## config.mk

```make
export PLATFORM = sky130hd
export DESIGN_NAME = mem_port_arbiter_flat
export DESIGN_NICKNAME = d
export VERILOG_FILES = /design/src/rtl/mem_port_arbiter_if.sv /design/src/rtl/mem_port_arbiter.sv /design/src/flat_wrapper.sv
export SDC_FILE = /design/constraint.sdc
export NUM_CORES = 1
export LEC_CHECK = 0
export ABC_AREA = 1
export BUFFER_PORTS_ARGS = -buffer_cell sky130_fd_sc_hd__buf_2
export CORE_AREA = 3 3 137 139
export DETAILED_ROUTE_END_ITERATION = 12
export DIE_AREA = 0 0 140 142
export PLACE_DENSITY = 0.53
export SYNTH_ARGS = -nofsm -noshare
export SYNTH_HDL_FRONTEND = slang
export SYNTH_SLANG_ARGS = --single-unit
```

## constraint.sdc

```tcl
create_clock -name clk -period 2.5 [get_ports clk]
set_input_delay 0.375 -clock clk [delete_from_list [all_inputs] [get_ports clk]]
set_output_delay 0.375 -clock clk [all_outputs]
set_load 0.02 [all_outputs]
```

## src/rtl/mem_port_arbiter_if.sv

```systemverilog
// Bundle of the three requester channels (fetch, load/store, debug) and both
// memory ports seen by mem_port_arbiter. The arbiter uses the slave modport.
interface mem_port_arbiter_if #(
  parameter int ADDR_W = 11,
  parameter int DATA_W = 32
);
  logic              if_req;
  logic [ADDR_W-1:0] if_addr;
  logic              if_gnt;
  logic              if_rvalid;
  logic [DATA_W-1:0] if_rdata;

  logic              ls_req;
  logic              ls_we;
  logic [ADDR_W-1:0] ls_addr;
  logic [DATA_W-1:0] ls_wdata;
  logic              ls_gnt;
  logic              ls_rvalid;
  logic [DATA_W-1:0] ls_rdata;

  logic              dbg_req;
  logic              dbg_we;
  logic [ADDR_W-1:0] dbg_addr;
  logic [DATA_W-1:0] dbg_wdata;
  logic              dbg_gnt;
  logic              dbg_rvalid;
  logic [DATA_W-1:0] dbg_rdata;

  logic [ADDR_W-1:0] mem_address_a;
  logic [DATA_W-1:0] mem_data_a;
  logic              mem_wren_a;
  logic [DATA_W-1:0] mem_q_a;
  logic [ADDR_W-1:0] mem_address_b;
  logic [DATA_W-1:0] mem_data_b;
  logic              mem_wren_b;
  logic [DATA_W-1:0] mem_q_b;

  modport slave (
    input  if_req, if_addr,
    output if_gnt, if_rvalid, if_rdata,
    input  ls_req, ls_we, ls_addr, ls_wdata,
    output ls_gnt, ls_rvalid, ls_rdata,
    input  dbg_req, dbg_we, dbg_addr, dbg_wdata,
    output dbg_gnt, dbg_rvalid, dbg_rdata,
    output mem_address_a, mem_data_a, mem_wren_a,
    input  mem_q_a,
    output mem_address_b, mem_data_b, mem_wren_b,
    input  mem_q_b
  );

  modport master (
    output if_req, if_addr,
    input  if_gnt, if_rvalid, if_rdata,
    output ls_req, ls_we, ls_addr, ls_wdata,
    input  ls_gnt, ls_rvalid, ls_rdata,
    output dbg_req, dbg_we, dbg_addr, dbg_wdata,
    input  dbg_gnt, dbg_rvalid, dbg_rdata,
    input  mem_address_a, mem_data_a, mem_wren_a,
    output mem_q_a,
    input  mem_address_b, mem_data_b, mem_wren_b,
    output mem_q_b
  );
endinterface

```

## src/rtl/mem_port_arbiter.sv

```systemverilog
// Front end of the dual-port instruction/data memory: port B belongs to
// load/store, port A is shared by fetch and debug with a starvation override.
module mem_port_arbiter #(
  parameter int ADDR_W     = 11,
  parameter int DATA_W     = 32,
  parameter int STARVE_MAX = 4
) (
  input logic                clk,
  input logic                rst_n,
  mem_port_arbiter_if.slave  bus
);

  localparam logic [3:0] STARVE_LIMIT = 4'(STARVE_MAX);

  logic [3:0]        starve_cnt;
  logic              cand_if;
  logic              cand_dbg;
  logic              cand_we;
  logic [ADDR_W-1:0] cand_addr;
  logic              hazard;
  logic              if_rvalid_q;
  logic              dbg_rvalid_q;
  logic              ls_rvalid_q;

  // Fetch normally wins port A; debug wins once it has waited STARVE_MAX cycles.
  // A hazard stalls the candidate rather than handing port A to the other side,
  // so an access is never reordered around a same-address load/store.
  always_comb begin
    // NOTE: every signal assigned here gets a value on every path, so no latch is inferred.
    cand_dbg  = bus.dbg_req && (!bus.if_req || (starve_cnt == STARVE_LIMIT));
    cand_if   = bus.if_req && !cand_dbg;
    cand_addr = cand_dbg ? bus.dbg_addr : bus.if_addr;
    cand_we   = cand_dbg && bus.dbg_we;
    hazard    = (cand_if || cand_dbg) && bus.ls_req &&
                (cand_addr == bus.ls_addr) && (cand_we || bus.ls_we);
  end

  assign bus.ls_gnt  = rst_n && bus.ls_req;
  assign bus.if_gnt  = rst_n && cand_if  && !hazard;
  assign bus.dbg_gnt = rst_n && cand_dbg && !hazard;

  assign bus.mem_address_a = bus.if_gnt  ? bus.if_addr  :
                             bus.dbg_gnt ? bus.dbg_addr : '0;
  assign bus.mem_data_a    = bus.dbg_gnt ? bus.dbg_wdata : '0;
  assign bus.mem_wren_a    = bus.dbg_gnt && bus.dbg_we;

  assign bus.mem_address_b = bus.ls_gnt ? bus.ls_addr  : '0;
  assign bus.mem_data_b    = bus.ls_gnt ? bus.ls_wdata : '0;
  assign bus.mem_wren_b    = bus.ls_gnt && bus.ls_we;

  always_ff @(posedge clk or negedge rst_n) begin
    if (!rst_n) begin
      // NOTE: state registers use non-blocking assignments so every flop samples pre-edge values.
      starve_cnt <= '0;
    end else if (bus.dbg_gnt || !bus.dbg_req) begin
      starve_cnt <= '0;
    end else if (starve_cnt < STARVE_LIMIT) begin
      starve_cnt <= starve_cnt + 4'd1;
    end
  end

  // Memory returns q one cycle after the address, so each accepted read
  // raises its rvalid for exactly the following cycle.
  always_ff @(posedge clk or negedge rst_n) begin
    if (!rst_n) begin
      if_rvalid_q  <= 1'b0;
      dbg_rvalid_q <= 1'b0;
      ls_rvalid_q  <= 1'b0;
    end else begin
      if_rvalid_q  <= bus.if_gnt;
      dbg_rvalid_q <= bus.dbg_gnt && !bus.dbg_we;
      ls_rvalid_q  <= bus.ls_gnt  && !bus.ls_we;
    end
  end

  assign bus.if_rvalid  = if_rvalid_q;
  assign bus.dbg_rvalid = dbg_rvalid_q;
  assign bus.ls_rvalid  = ls_rvalid_q;
  assign bus.if_rdata   = bus.mem_q_a;
  assign bus.dbg_rdata  = bus.mem_q_a;
  assign bus.ls_rdata   = bus.mem_q_b;

endmodule
```

## src/flat_wrapper.sv

```systemverilog
// flat-port wrapper written by rule: the top's interface ports become plain ports
module mem_port_arbiter_flat 
#(
  parameter int ADDR_W     = 11,
  parameter int DATA_W     = 32,
  parameter int STARVE_MAX = 4
)
  (clk, rst_n, bus_if_req, bus_if_addr, bus_if_gnt, bus_if_rvalid, bus_if_rdata, bus_ls_req, bus_ls_we, bus_ls_addr, bus_ls_wdata, bus_ls_gnt, bus_ls_rvalid, bus_ls_rdata, bus_dbg_req, bus_dbg_we, bus_dbg_addr, bus_dbg_wdata, bus_dbg_gnt, bus_dbg_rvalid, bus_dbg_rdata, bus_mem_address_a, bus_mem_data_a, bus_mem_wren_a, bus_mem_q_a, bus_mem_address_b, bus_mem_data_b, bus_mem_wren_b, bus_mem_q_b);
  mem_port_arbiter_if #(.ADDR_W(ADDR_W), .DATA_W(DATA_W)) bus_i ();
  input logic clk;
  input logic rst_n;
  input wire logic [$bits(bus_i.if_req)-1:0] bus_if_req;
  input wire logic [$bits(bus_i.if_addr)-1:0] bus_if_addr;
  output wire logic [$bits(bus_i.if_gnt)-1:0] bus_if_gnt;
  output wire logic [$bits(bus_i.if_rvalid)-1:0] bus_if_rvalid;
  output wire logic [$bits(bus_i.if_rdata)-1:0] bus_if_rdata;
  input wire logic [$bits(bus_i.ls_req)-1:0] bus_ls_req;
  input wire logic [$bits(bus_i.ls_we)-1:0] bus_ls_we;
  input wire logic [$bits(bus_i.ls_addr)-1:0] bus_ls_addr;
  input wire logic [$bits(bus_i.ls_wdata)-1:0] bus_ls_wdata;
  output wire logic [$bits(bus_i.ls_gnt)-1:0] bus_ls_gnt;
  output wire logic [$bits(bus_i.ls_rvalid)-1:0] bus_ls_rvalid;
  output wire logic [$bits(bus_i.ls_rdata)-1:0] bus_ls_rdata;
  input wire logic [$bits(bus_i.dbg_req)-1:0] bus_dbg_req;
  input wire logic [$bits(bus_i.dbg_we)-1:0] bus_dbg_we;
  input wire logic [$bits(bus_i.dbg_addr)-1:0] bus_dbg_addr;
  input wire logic [$bits(bus_i.dbg_wdata)-1:0] bus_dbg_wdata;
  output wire logic [$bits(bus_i.dbg_gnt)-1:0] bus_dbg_gnt;
  output wire logic [$bits(bus_i.dbg_rvalid)-1:0] bus_dbg_rvalid;
  output wire logic [$bits(bus_i.dbg_rdata)-1:0] bus_dbg_rdata;
  output wire logic [$bits(bus_i.mem_address_a)-1:0] bus_mem_address_a;
  output wire logic [$bits(bus_i.mem_data_a)-1:0] bus_mem_data_a;
  output wire logic [$bits(bus_i.mem_wren_a)-1:0] bus_mem_wren_a;
  input wire logic [$bits(bus_i.mem_q_a)-1:0] bus_mem_q_a;
  output wire logic [$bits(bus_i.mem_address_b)-1:0] bus_mem_address_b;
  output wire logic [$bits(bus_i.mem_data_b)-1:0] bus_mem_data_b;
  output wire logic [$bits(bus_i.mem_wren_b)-1:0] bus_mem_wren_b;
  input wire logic [$bits(bus_i.mem_q_b)-1:0] bus_mem_q_b;
  assign bus_i.if_req = bus_if_req;
  assign bus_i.if_addr = bus_if_addr;
  assign bus_if_gnt = bus_i.if_gnt;
  assign bus_if_rvalid = bus_i.if_rvalid;
  assign bus_if_rdata = bus_i.if_rdata;
  assign bus_i.ls_req = bus_ls_req;
  assign bus_i.ls_we = bus_ls_we;
  assign bus_i.ls_addr = bus_ls_addr;
  assign bus_i.ls_wdata = bus_ls_wdata;
  assign bus_ls_gnt = bus_i.ls_gnt;
  assign bus_ls_rvalid = bus_i.ls_rvalid;
  assign bus_ls_rdata = bus_i.ls_rdata;
  assign bus_i.dbg_req = bus_dbg_req;
  assign bus_i.dbg_we = bus_dbg_we;
  assign bus_i.dbg_addr = bus_dbg_addr;
  assign bus_i.dbg_wdata = bus_dbg_wdata;
  assign bus_dbg_gnt = bus_i.dbg_gnt;
  assign bus_dbg_rvalid = bus_i.dbg_rvalid;
  assign bus_dbg_rdata = bus_i.dbg_rdata;
  assign bus_mem_address_a = bus_i.mem_address_a;
  assign bus_mem_data_a = bus_i.mem_data_a;
  assign bus_mem_wren_a = bus_i.mem_wren_a;
  assign bus_i.mem_q_a = bus_mem_q_a;
  assign bus_mem_address_b = bus_i.mem_address_b;
  assign bus_mem_data_b = bus_i.mem_data_b;
  assign bus_mem_wren_b = bus_i.mem_wren_b;
  assign bus_i.mem_q_b = bus_mem_q_b;
  mem_port_arbiter #(.ADDR_W(ADDR_W), .DATA_W(DATA_W), .STARVE_MAX(STARVE_MAX)) u_core (.clk(clk), .rst_n(rst_n), .bus(bus_i));
endmodule
```

==> flow_summary.rst <==
.. list-table::
   :header-rows: 1

   * - Metric
     - Value
   * - Status
     - complete, but fails checks
   * - Violations in the final reports
     - setup timing
   * - Final Instance Area
     - ~3300 sq um
   * - Maximum frequency from static timing analysis
     - 0.371 GHz
   * - Crit share post-route
     - 1.08
   * - Width of the die
     - 140 microns
   * - Worst rel slew slack
     - 0.677
   * - Actual slew at the worst max-slew pin
     - a little under 500 ps
   * - N_diodes
     - 0
   * - Standby leakage power
     - ~0.0022 uW
   * - Post-layout net count
     - a little over 700
   * - Buffer depth of the longest clock path
     - 2
   * - Clk slew on worst S/H paths
     - approximately 40 ps
   * - Detailed-route wire length
     - 10800 microns
   * - Post-synthesis cell type count
     - 19
   * - CTS buffer count
     - 3
   * - Critical Path End Type
     - primary output
   * - Global route overflow
     - 0
   * - Effective utilization at floorplan
     - 0.129
   * - Routed vias
     - 2805
   * - Max IR drop VDD
     - roughly 0.10 mV
   * - DRC errors left
     - 0
   * - Share of post-route cells with drive strength above 1
     - 0.485
   * - Final worst clock skew
     - 2.03 ps
   * - 1st-iter DRT viols
     - 64
   * - Area added between synthesis and finish
     - 45.0%
   * - Setup violations, final
     - 46
   * - Cell count after synthesis
     - 427
   * - Sinks on Clock Net
     - 7
   * - GRT Util Overall
     - 0.0953
   * - Die Footprint
     - between 15000 and 20000 sq um
   * - # port buffers
     - 197
   * - Maximum level of the CTS H-tree
     - 1
   * - Fill cells
     - about 2100
   * - Via count of the first global-routing pass
     - approximately 2600
   * - Maximum Capacitance Violations
     - 0
   * - Clk_lat worst skew
     - 230 ps
   * - Hold-fix buffers at CTS
     - 0
   * - Accumulated negative setup slack
     - -8230 ps
   * - Pre-CTS WS
     - -25.2 ps
   * - Max Slew Vio Count
     - 0
   * - Num rows
     - 49
   * - CTS tree
     - yes
   * - Critical path's slowest cell
     - dfrtp_1
   * - Total nets after synthesis
     - just under 600
   * - WP data arrival
     - 2320 ps
   * - Beginning of the critical path
     - u_core.starve_cnt[0]$_DFFE_PN0P_
   * - Global placement routability congestion
     - between 0.8 and 0.9
   * - Critical Setup Path Class
     - flip-flop to primary output
   * - Detailed-route vias per instance
     - approximately 3.7
   * - Floorplan die height
     - between 100 and 150 microns
   * - Maximum number of pins on one net before global-route repair
     - 47
   * - Unrepaired setup endpoints after global routing
     - yes
   * - Count of yosys warnings during synthesis
     - 0
   * - Critical path, cell by cell
     - inv_2, ha_4, nand3_4, nand2_8, nand2_8, nand2_4, nand3_1, nand2_1, nand2_1, nor2_2, nand3_4, nand2_8, clkbuf_16, nor2_1, buf_4
   * - Count of nets left with antenna violations after detail routing
     - 0
   * - First-pass iteration count of the detailed router
     - 5
   * - Placement Cell Area
     - 2860 sq um
   * - Gate family responsible for the most delay along the worst path
     - simple AND/OR/NAND/NOR gates
   * - I/O pin total
     - roughly 360
   * - Buffer type at the clock tree root
     - clkbuf_16
   * - Worst R2R Start
     - u_core.starve_cnt[0]$_DFFE_PN0P_
   * - Critical-path maximum fanout
     - 8
   * - Post-Synthesis Cell Area
     - 2300 sq um
   * - Startpoint kind of the worst setup timing path
     - flip-flop
   * - Total count of hold-check failures in the final report
     - 0
   * - Global-route wire length before repair
     - 14600 microns
   * - Worst min-delay path category
     - primary input to asynchronous set/reset pin
   * - Total Power
     - approximately 910 uW
   * - Post-synthesis area per instance
     - ~5.4 sq um
   * - Power density cells
     - around 270 nW/um^2
   * - Most Frequent Cell on Critical Path
     - nand2_8
   * - Post-DP HPWL
     - 9020 microns
   * - Sequential-to-total area share from yosys stat
     - 0.0761
   * - Required time at the endpoint of the critical path
     - roughly 2100 ps
   * - Number of flip-flops and latches in the synthesized netlist
     - 7
   * - Sum of buffers and inverters on the critical path
     - 3
   * - Crit path time final
     - approximately 2700 ps
   * - Crit-path max cell delay
     - 380 ps
   * - Average wire per cell in the routed design
     - approximately 14 microns
   * - Number of antenna violations at the first check in global routing
     - 0
   * - Core footprint
     - between 15000 and 20000 sq um
   * - Worst-case setup margin in the final layout
     - -199 ps
power breakdown:
group / internal, uW / total (uW) / switching (uW)
Combinational: 204 / 503 / 299
Clock: 213 / 278 / 65.3
Sequential: 121 / 125 / 4.39
flip-flops by register name, indices dropped and copies added, names as in the netlist:
register / count
u_core.bus.dbg_rvalid: 1
u_core.starve_cnt: 4
u_core.bus.if_rvalid: 1
u_core.bus.ls_rvalid: 1
stage by stage:
stage,hold WS [ps],std cells,utilization
5_1_grt,138,765,0.188
3_3_place_gp,390,753,0.161
2_1_floorplan,79.4,427,-
4_1_cts,141,763,0.174
6_report,110,765,0.188
3_5_place_dp,389,753,0.161
layout make-up:
type                            count  area (sq um)  area share
Multi-Input combinational cell    215          1170       0.352
Sequential cell                     7           175      0.0525
Inverter                           97           364       0.109
Clock buffer                        4          78.8      0.0236
Tap cell                          229           287      0.0859
Timing Repair Buffer              213          1260       0.377
kinds of logic after synthesis:
family,count (synthesis),share of synthesized area
DFF,7,0.0761
buffers and inverters,208,0.514
xor gates and xnor gates,1,0.00381
and+or+nand+nor,205,0.386
adders and majority gates,2,0.0109
AOI/OAI and AO/OA,4,0.00870
synth_stat cells:
cell type,number,share of area
buf_4,96,0.31
inv_1,95,0.15
nor2_1,90,0.15
nand2_1,57,0.093
nand3_1,45,0.098
dfrtp_1,7,0.076
clkbuf_1,6,0.0098
nand3b_1,6,0.020
buf_6,5,0.024
buf_2,4,0.0087
a21oi_1,3,0.0065
nand2_4,3,0.015
ha_1,2,0.011
inv_2,2,0.0033
nand3_2,2,0.0087
and2_1,1,0.0027
nand2_2,1,0.0027
o21ai_0,1,0.0022
xor2_1,1,0.0038
worst reg2reg max path, delay by kind of cell (launching register included):
family,cells,cell delay [ps]
adder cells (fa/ha/maj),1,140
buffers and inverters,2,230
flip-flops,1,380
AND/OR/NAND/NOR,12,1320
routing by layer:
layer	vias to the layer above	GRT usage	wire length (microns)
met5	-	0	0
met3	31	0.0433	1580
met2	245	0.185	5520
met1	1171	0.0857	3390
met4	0	0.0382	328
li1	1358	-	-
worst paths after layout:
check                                              endpoint  depth (start not counted)  slack, ps
max reg2reg                u_core.starve_cnt[1]$_DFFE_PN0P_                         15        350
min reg2reg                u_core.starve_cnt[3]$_DFFE_PN0P_                          2        560
min                          u_core.bus.ls_rvalid$_DFF_PN0_                          2        110
min in group clk             u_core.bus.ls_rvalid$_DFF_PN0_                          2        300
max                                      bus_mem_data_a[24]                         15       -200
max in group asynchronous  u_core.starve_cnt[3]$_DFFE_PN0P_                          2       2250
cells in the final DEF, fill, tap and decap left out, drive strengths merged:
master | Yosys | final
inv | 97 | 97
dfrtp | 7 | 7
nor2 | 90 | 90
nand3b | 6 | 6
xor2 | 1 | 1
o21ai | 1 | 1
clkbuf | 6 | 5
nand3 | 47 | 47
ha | 2 | 2
a21oi | 3 | 3
and2 | 1 | 1
buf | 105 | 212
nand2 | 61 | 64
timing repair:
action,in CTS,in global routing
pin swaps,4,3
buffers inserted,2,0
setup endpoints to repair,46,46
gates cloned,4,2
resized for setup,29,59
Note: power is estimated with default switching activity, not from simulation.
